--- config.mk ---
export PLATFORM = sky130hd
export DESIGN_NAME = uart_baud_gen
export DESIGN_NICKNAME = d
export VERILOG_FILES = /design/src/rtl/uart_baud_gen.sv
export SDC_FILE = /design/constraint.sdc
export NUM_CORES = 1
export LEC_CHECK = 0
export BUFFER_PORTS_ARGS = -buffer_cell sky130_fd_sc_hd__buf_4
export CORE_ASPECT_RATIO = 1.5
export CORE_MARGIN = 8
export CORE_UTILIZATION = 60
export CTS_CLUSTER_SIZE = 14
export DETAILED_ROUTE_END_ITERATION = 10
export HOLD_SLACK_MARGIN = 0.08
export PLACE_DENSITY_LB_ADDON = 0.2
export SLEW_MARGIN = 20
export SYNTH_ARGS = -nofsm -noshare
export SYNTH_HDL_FRONTEND = slang
export SYNTH_SLANG_ARGS = --single-unit
--- constraint.sdc ---
create_clock -name clk -period 14.55 [get_ports clk]
set_input_delay 2.91 -clock clk [delete_from_list [all_inputs] [get_ports clk]]
set_output_delay 2.91 -clock clk [all_outputs]
set_load 0.02 [all_outputs]
--- src/rtl/uart_baud_gen.sv ---
// UART baud/oversample tick generator with a fractional (carry-accumulator) divider.
// Emits a one-cycle oversample strobe, a one-cycle baud strobe and a 50%-duty baud clock.
module uart_baud_gen #(
    parameter int unsigned DIV_WIDTH    = 16,
    parameter int unsigned FRAC_WIDTH   = 4,
    parameter int unsigned OVERSAMPLE   = 16,
    parameter int unsigned DIV_INT_RST  = 10,
    parameter int unsigned DIV_FRAC_RST = 0
) (
    input  logic                  clk,
    input  logic                  reset,
    input  logic                  enable,
    input  logic                  restart,
    input  logic                  div_load,
    input  logic [DIV_WIDTH-1:0]  div_int_in,
    input  logic [FRAC_WIDTH-1:0] div_frac_in,
    output logic                  tick_os,
    output logic                  tick_baud,
    output logic                  baud_clk,
    output logic                  cfg_err
);

    localparam int unsigned OSW = $clog2(OVERSAMPLE);
    localparam logic [OSW-1:0]        OS_LAST  = OSW'(OVERSAMPLE - 1);
    localparam logic [OSW-1:0]        OS_HALF  = OSW'(OVERSAMPLE / 2 - 1);
    localparam logic [OSW-1:0]        OS_ONE   = OSW'(1);
    localparam logic [DIV_WIDTH-1:0]  INT_RST  = DIV_WIDTH'(DIV_INT_RST);
    localparam logic [FRAC_WIDTH-1:0] FRAC_RST = FRAC_WIDTH'(DIV_FRAC_RST);
    localparam logic [DIV_WIDTH-1:0]  TWO      = DIV_WIDTH'(2);
    localparam logic [DIV_WIDTH:0]    CNT_ONE  = (DIV_WIDTH + 1)'(1);

    logic [DIV_WIDTH:0]      cnt_q, cnt_d;
    logic [OSW-1:0]          os_q, os_d;
    logic [FRAC_WIDTH-1:0]   acc_q, acc_d;
    logic                    carry_q, carry_d;
    logic [DIV_WIDTH-1:0]    act_int_q, act_int_d, sh_int_q, sh_int_d;
    logic [FRAC_WIDTH-1:0]   act_frac_q, act_frac_d, sh_frac_q, sh_frac_d;
    logic                    tick_os_q, tick_os_d;
    logic                    tick_baud_q, tick_baud_d;
    logic                    baud_clk_q, baud_clk_d;
    logic                    cfg_err_q, cfg_err_d;

    logic [DIV_WIDTH-1:0]    eff_int;
    logic [DIV_WIDTH:0]      period_len, period_last;
    logic [FRAC_WIDTH:0]     acc_sum;
    logic [DIV_WIDTH-1:0]    next_int;
    logic [FRAC_WIDTH-1:0]   next_frac;

    always_comb begin
        cnt_d       = cnt_q;
        os_d        = os_q;
        acc_d       = acc_q;
        carry_d     = carry_q;
        act_int_d   = act_int_q;
        act_frac_d  = act_frac_q;
        sh_int_d    = sh_int_q;
        sh_frac_d   = sh_frac_q;
        tick_os_d   = 1'b0;
        tick_baud_d = 1'b0;
        baud_clk_d  = baud_clk_q;

        eff_int     = (act_int_q < TWO) ? TWO : act_int_q;
        period_len  = {1'b0, eff_int} + {{DIV_WIDTH{1'b0}}, carry_q};
        period_last = period_len - CNT_ONE;
        acc_sum     = {1'b0, acc_q} + {1'b0, act_frac_q};

        // A load coinciding with a boundary is forwarded so the next period already uses it
        next_int  = div_load ? div_int_in  : sh_int_q;
        next_frac = div_load ? div_frac_in : sh_frac_q;
        if (div_load) begin
            sh_int_d  = div_int_in;
            sh_frac_d = div_frac_in;
        end

        if (restart) begin
            cnt_d      = '0;
            os_d       = '0;
            acc_d      = '0;
            carry_d    = 1'b0;
            baud_clk_d = 1'b1;
            act_int_d  = next_int;
            act_frac_d = next_frac;
        end else if (!enable) begin
            if (div_load) begin
                act_int_d  = div_int_in;
                act_frac_d = div_frac_in;
            end
        end else if (cnt_q >= period_last) begin
            // >= so an immediate divisor shrink while frozen ends the period instead of wrapping
            cnt_d       = '0;
            tick_os_d   = 1'b1;
            tick_baud_d = (os_q == OS_LAST);
            os_d        = (os_q == OS_LAST) ? '0 : os_q + OS_ONE;
            if (os_q == OS_HALF || os_q == OS_LAST) begin
                baud_clk_d = ~baud_clk_q;
            end
            acc_d      = acc_sum[FRAC_WIDTH-1:0];
            carry_d    = acc_sum[FRAC_WIDTH];
            act_int_d  = next_int;
            act_frac_d = next_frac;
        end else begin
            cnt_d = cnt_q + CNT_ONE;
        end

        cfg_err_d = (act_int_d < TWO);
    end

    always_ff @(posedge clk) begin
        if (reset) begin
            cnt_q       <= '0;
            os_q        <= '0;
            acc_q       <= '0;
            carry_q     <= 1'b0;
            act_int_q   <= INT_RST;
            act_frac_q  <= FRAC_RST;
            sh_int_q    <= INT_RST;
            sh_frac_q   <= FRAC_RST;
            tick_os_q   <= 1'b0;
            tick_baud_q <= 1'b0;
            baud_clk_q  <= 1'b1;
            cfg_err_q   <= (INT_RST < TWO);
        end else begin
            cnt_q       <= cnt_d;
            os_q        <= os_d;
            acc_q       <= acc_d;
            carry_q     <= carry_d;
            act_int_q   <= act_int_d;
            act_frac_q  <= act_frac_d;
            sh_int_q    <= sh_int_d;
            sh_frac_q   <= sh_frac_d;
            tick_os_q   <= tick_os_d;
            tick_baud_q <= tick_baud_d;
            baud_clk_q  <= baud_clk_d;
            cfg_err_q   <= cfg_err_d;
        end
    end

    assign tick_os   = tick_os_q;
    assign tick_baud = tick_baud_q;
    assign baud_clk  = baud_clk_q;
    assign cfg_err   = cfg_err_q;

endmodule

==> results.toml <==
[routing]
drc = 0
dr.pass1.iters = 7
avgRoutedWirePerCell_um = 16.4
drt_iter0_drc = 211
drt_wl_total_um = 9290
ant_nets = 0
vias = 3402
routed_via_density = 6.01

[hold_path]
hold_path.class = "reg2reg"
min_from = "acc_q[3]"
hold_path_depth = 2

[clock_network]
cts_num_sinks = 70
cts.path.max_buffers = 2
post_cts_buffers = 0
cts-htree-levels = 3
cts_resized = 0
root_buffer = "clkbuf_8"
clkTransAtPathRegs_ns = 0.08
hold_buffers = 0
tritoncts = "done"
clk_latency_ns = 0.36
cts_buffers = 9

[timing]
setup_tns_ns = 0
period_needed_ns = 5.81
finalCritPeriodShare_pct = 40.0
hold-worst-slack_ns = 0.480
drv_slew = 0
fin_ws_ns = 8.74
finalSetupViolations = 0
fmax_ghz = 0.172
rsz0062_at_grt = "no"
tightest_slew_ns = 0.982
finalHoldViolCount = 0
relSlewSlack_pct = 34.3
skew_ns = 0.0148

[logic_synthesis]
synth-simple-area-share_pct = 24.0
synthesis.area_um2 = 3950
yosysSeqAreaShare_pct = 35.5
synthesis.instances = 471
ys_warn_count = 0
synth_cell_types = 59
synth_top_family_by_area = "simple AND/OR/NAND/NOR gates"
synthMuxAreaShare_pct = 6.41
synthesis.nets = 522
ys_dominant_reg_cell = "dfxtp_1"
synth_edf_count = 0
synth-xor-area-share_pct = 6.44
synth-seq-cells = 70
async_flop_share_pct = 0
synth_compound_area_share_pct = 15.4
synth_fa_ha_area_share_pct = 8.44
post_synth.cell_area_avg_um2 = 8.38

[final_layout]
utilization_pct = 67.0
multi_input_area_um2 = 2390
fin_cells = 566
antenna_cells = 0
seqCellArea_um2 = 1400
nFillCells = 549
mostFrequentLayoutCells = "73 x nor2_1, 70 x dfxtp_1, 45 x nand2_1, 28 x buf_4, 25 x ha_1"
final_common_cell = "nor2_1"
drive_above_1_share_pct = 11.6
area_growth_pct = 9.39
nNetsFinal = 536

[global_routing]
grt_pass1_wl_um = 15800
grt_usage_pct = 21.2
grt_max_degree = 55
grt-ovfl-total = 0
grt_pass1_vias = 3503
antenna_found_initial = 0

[setup_path]
critPathMaxFanout = 12
crit_arrival_ns = 6.11
crit_chain = "or4_1 > or4_1 > nand2_1 > ha_1 > ha_1 > nand2b_1 > or3_1 > nor4_1 > nand2_1 > xnor2_1 > ha_1 > nand4_1 > nor3_2 > o211ai_2 > a2bb2oi_1 > o221ai_1 > nor4b_2 > and4_1"
slowest_delay_ns = 0.85
r2r_cells = 18
worst-path-buf-inv = 0
crit_family = "simple AND/OR/NAND/NOR gates"
required_ns = 14.85
r2r_start = "act_int_q[6]"
cp-startpoint = "act_int_q[6]"
path_common_cell = "ha_1"
cp.depth = 18
crit_type = "reg2reg"
cp-start-kind = "flip-flop"
endpoint_kind = "flip-flop"
cp_slowest_cell = "a2bb2oi_1"

[floorplanning]
ios = 29
placeableCoreArea_um2 = 6440
start_util_pct = 61.2
row_count = 36
die_x_um = 82.2
die_y_um = 115
dieArea_um2 = 9480

[power_and_ir_drop]
leakagePower_nw = 1.67
powerDensity_nw_per_um2 = 94.6
ir_drop_mv = 0.0755

[place]
gp_congestion = 0.922
dp_hpwl_um = 6940
dp.cells = 550
dp_slack_ns = 8.82
portBuffers = 28

[status]
status = "completed"

[run]
max_cap_viol_count = 0
[report_power, final]
part	total, W	switching [W]	internal, W
sequential	0.000207	0.00000745	0.000199
clock	0.000142	0.0000792	0.0000627
combinational	0.0000598	0.0000335	0.0000263
[worst min-delay path, delay by kind of cell, from the launching register on]
family / cells / cell delay (ns)
DFF: 1 / 0.33
AOI/OAI and AO/OA: 1 / 0.05
and+or+nand+nor: 1 / 0.06
[per-layer routing]
metal / wire (µm) / part of all wire (%) / global-route usage (%)
met5: 0 / 0 / 0
met4: 345 / 3.7 / 13.3
met3: 421 / 4.5 / 4.46
met2: 4820 / 52 / 35.6
met1: 3700 / 40 / 23.2
[through the flow]
stage | total power, W | area, µm²
3_3_place_gp | 0.000268 | 4140
5_1_grt | 0.000426 | 4320
6_report | 0.000408 | 4320
2_1_floorplan | 0.000253 | 3950
3_5_place_dp | 0.000270 | 4140
4_1_cts | 0.000410 | 4320
[Yosys cell counts, types with 3 or more instances]
master	count	area (µm²)
a211oi_1	6	45.0
a21oi_1	23	115
a2bb2oi_1	3	26.3
a311oi_1	5	43.8
a31oi_1	3	18.8
a32o_1	3	30.0
and2_1	3	18.8
buf_1	3	11.3
buf_2	5	25.0
clkbuf_1	16	60.1
dfxtp_1	70	1400
ha_1	25	313
inv_1	11	41.3
mux2i_1	23	230
nand2_1	45	169
nand2b_1	6	37.5
nand3_1	11	55.1
nand4_1	9	56.3
nor2_1	73	274
nor2b_1	14	87.6
nor3_1	10	50.1
nor4_1	6	37.5
o21ai_0	19	95.1
o22a_1	4	35.0
or2_2	3	18.8
or3_1	3	18.8
xnor2_1	15	131
xor2_1	14	123
[final timing paths]
check                                 to  slack [ns]
worst min register to register  acc_q[3]        0.48
worst max-delay path             cfg_err        8.74
worst max register to register   cfg_err        8.74
worst min-delay path            acc_q[3]        0.48
[final cells by class]
cell class | instances | area share [%]
multi-input combinational | 365 | 55.5
sequential | 70 | 32.5
timing repair buffer | 28 | 4.87
clock buffer | 10 | 2.96
tap | 76 | 2.20
clock inverter | 6 | 1.04
inverter | 11 | 0.957
[registers in the layout, indices dropped and copies added (netlist names)]
name	count
cnt_q	17
act_int_q	16
sh_int_q	16
acc_q	4
act_frac_q	4
os_q	4
sh_frac_q	4
baud_clk	1
carry_q	1
cfg_err	1
tick_baud	1
tick_os	1
[cell families after synthesis]
kind of cell,Yosys count
compound gates,89
xor+xnor,29
fa+ha+maj,26
buf+inv,36
flops,70
mux,25
simple gates,196
Power figures use the tool's default switching activity.
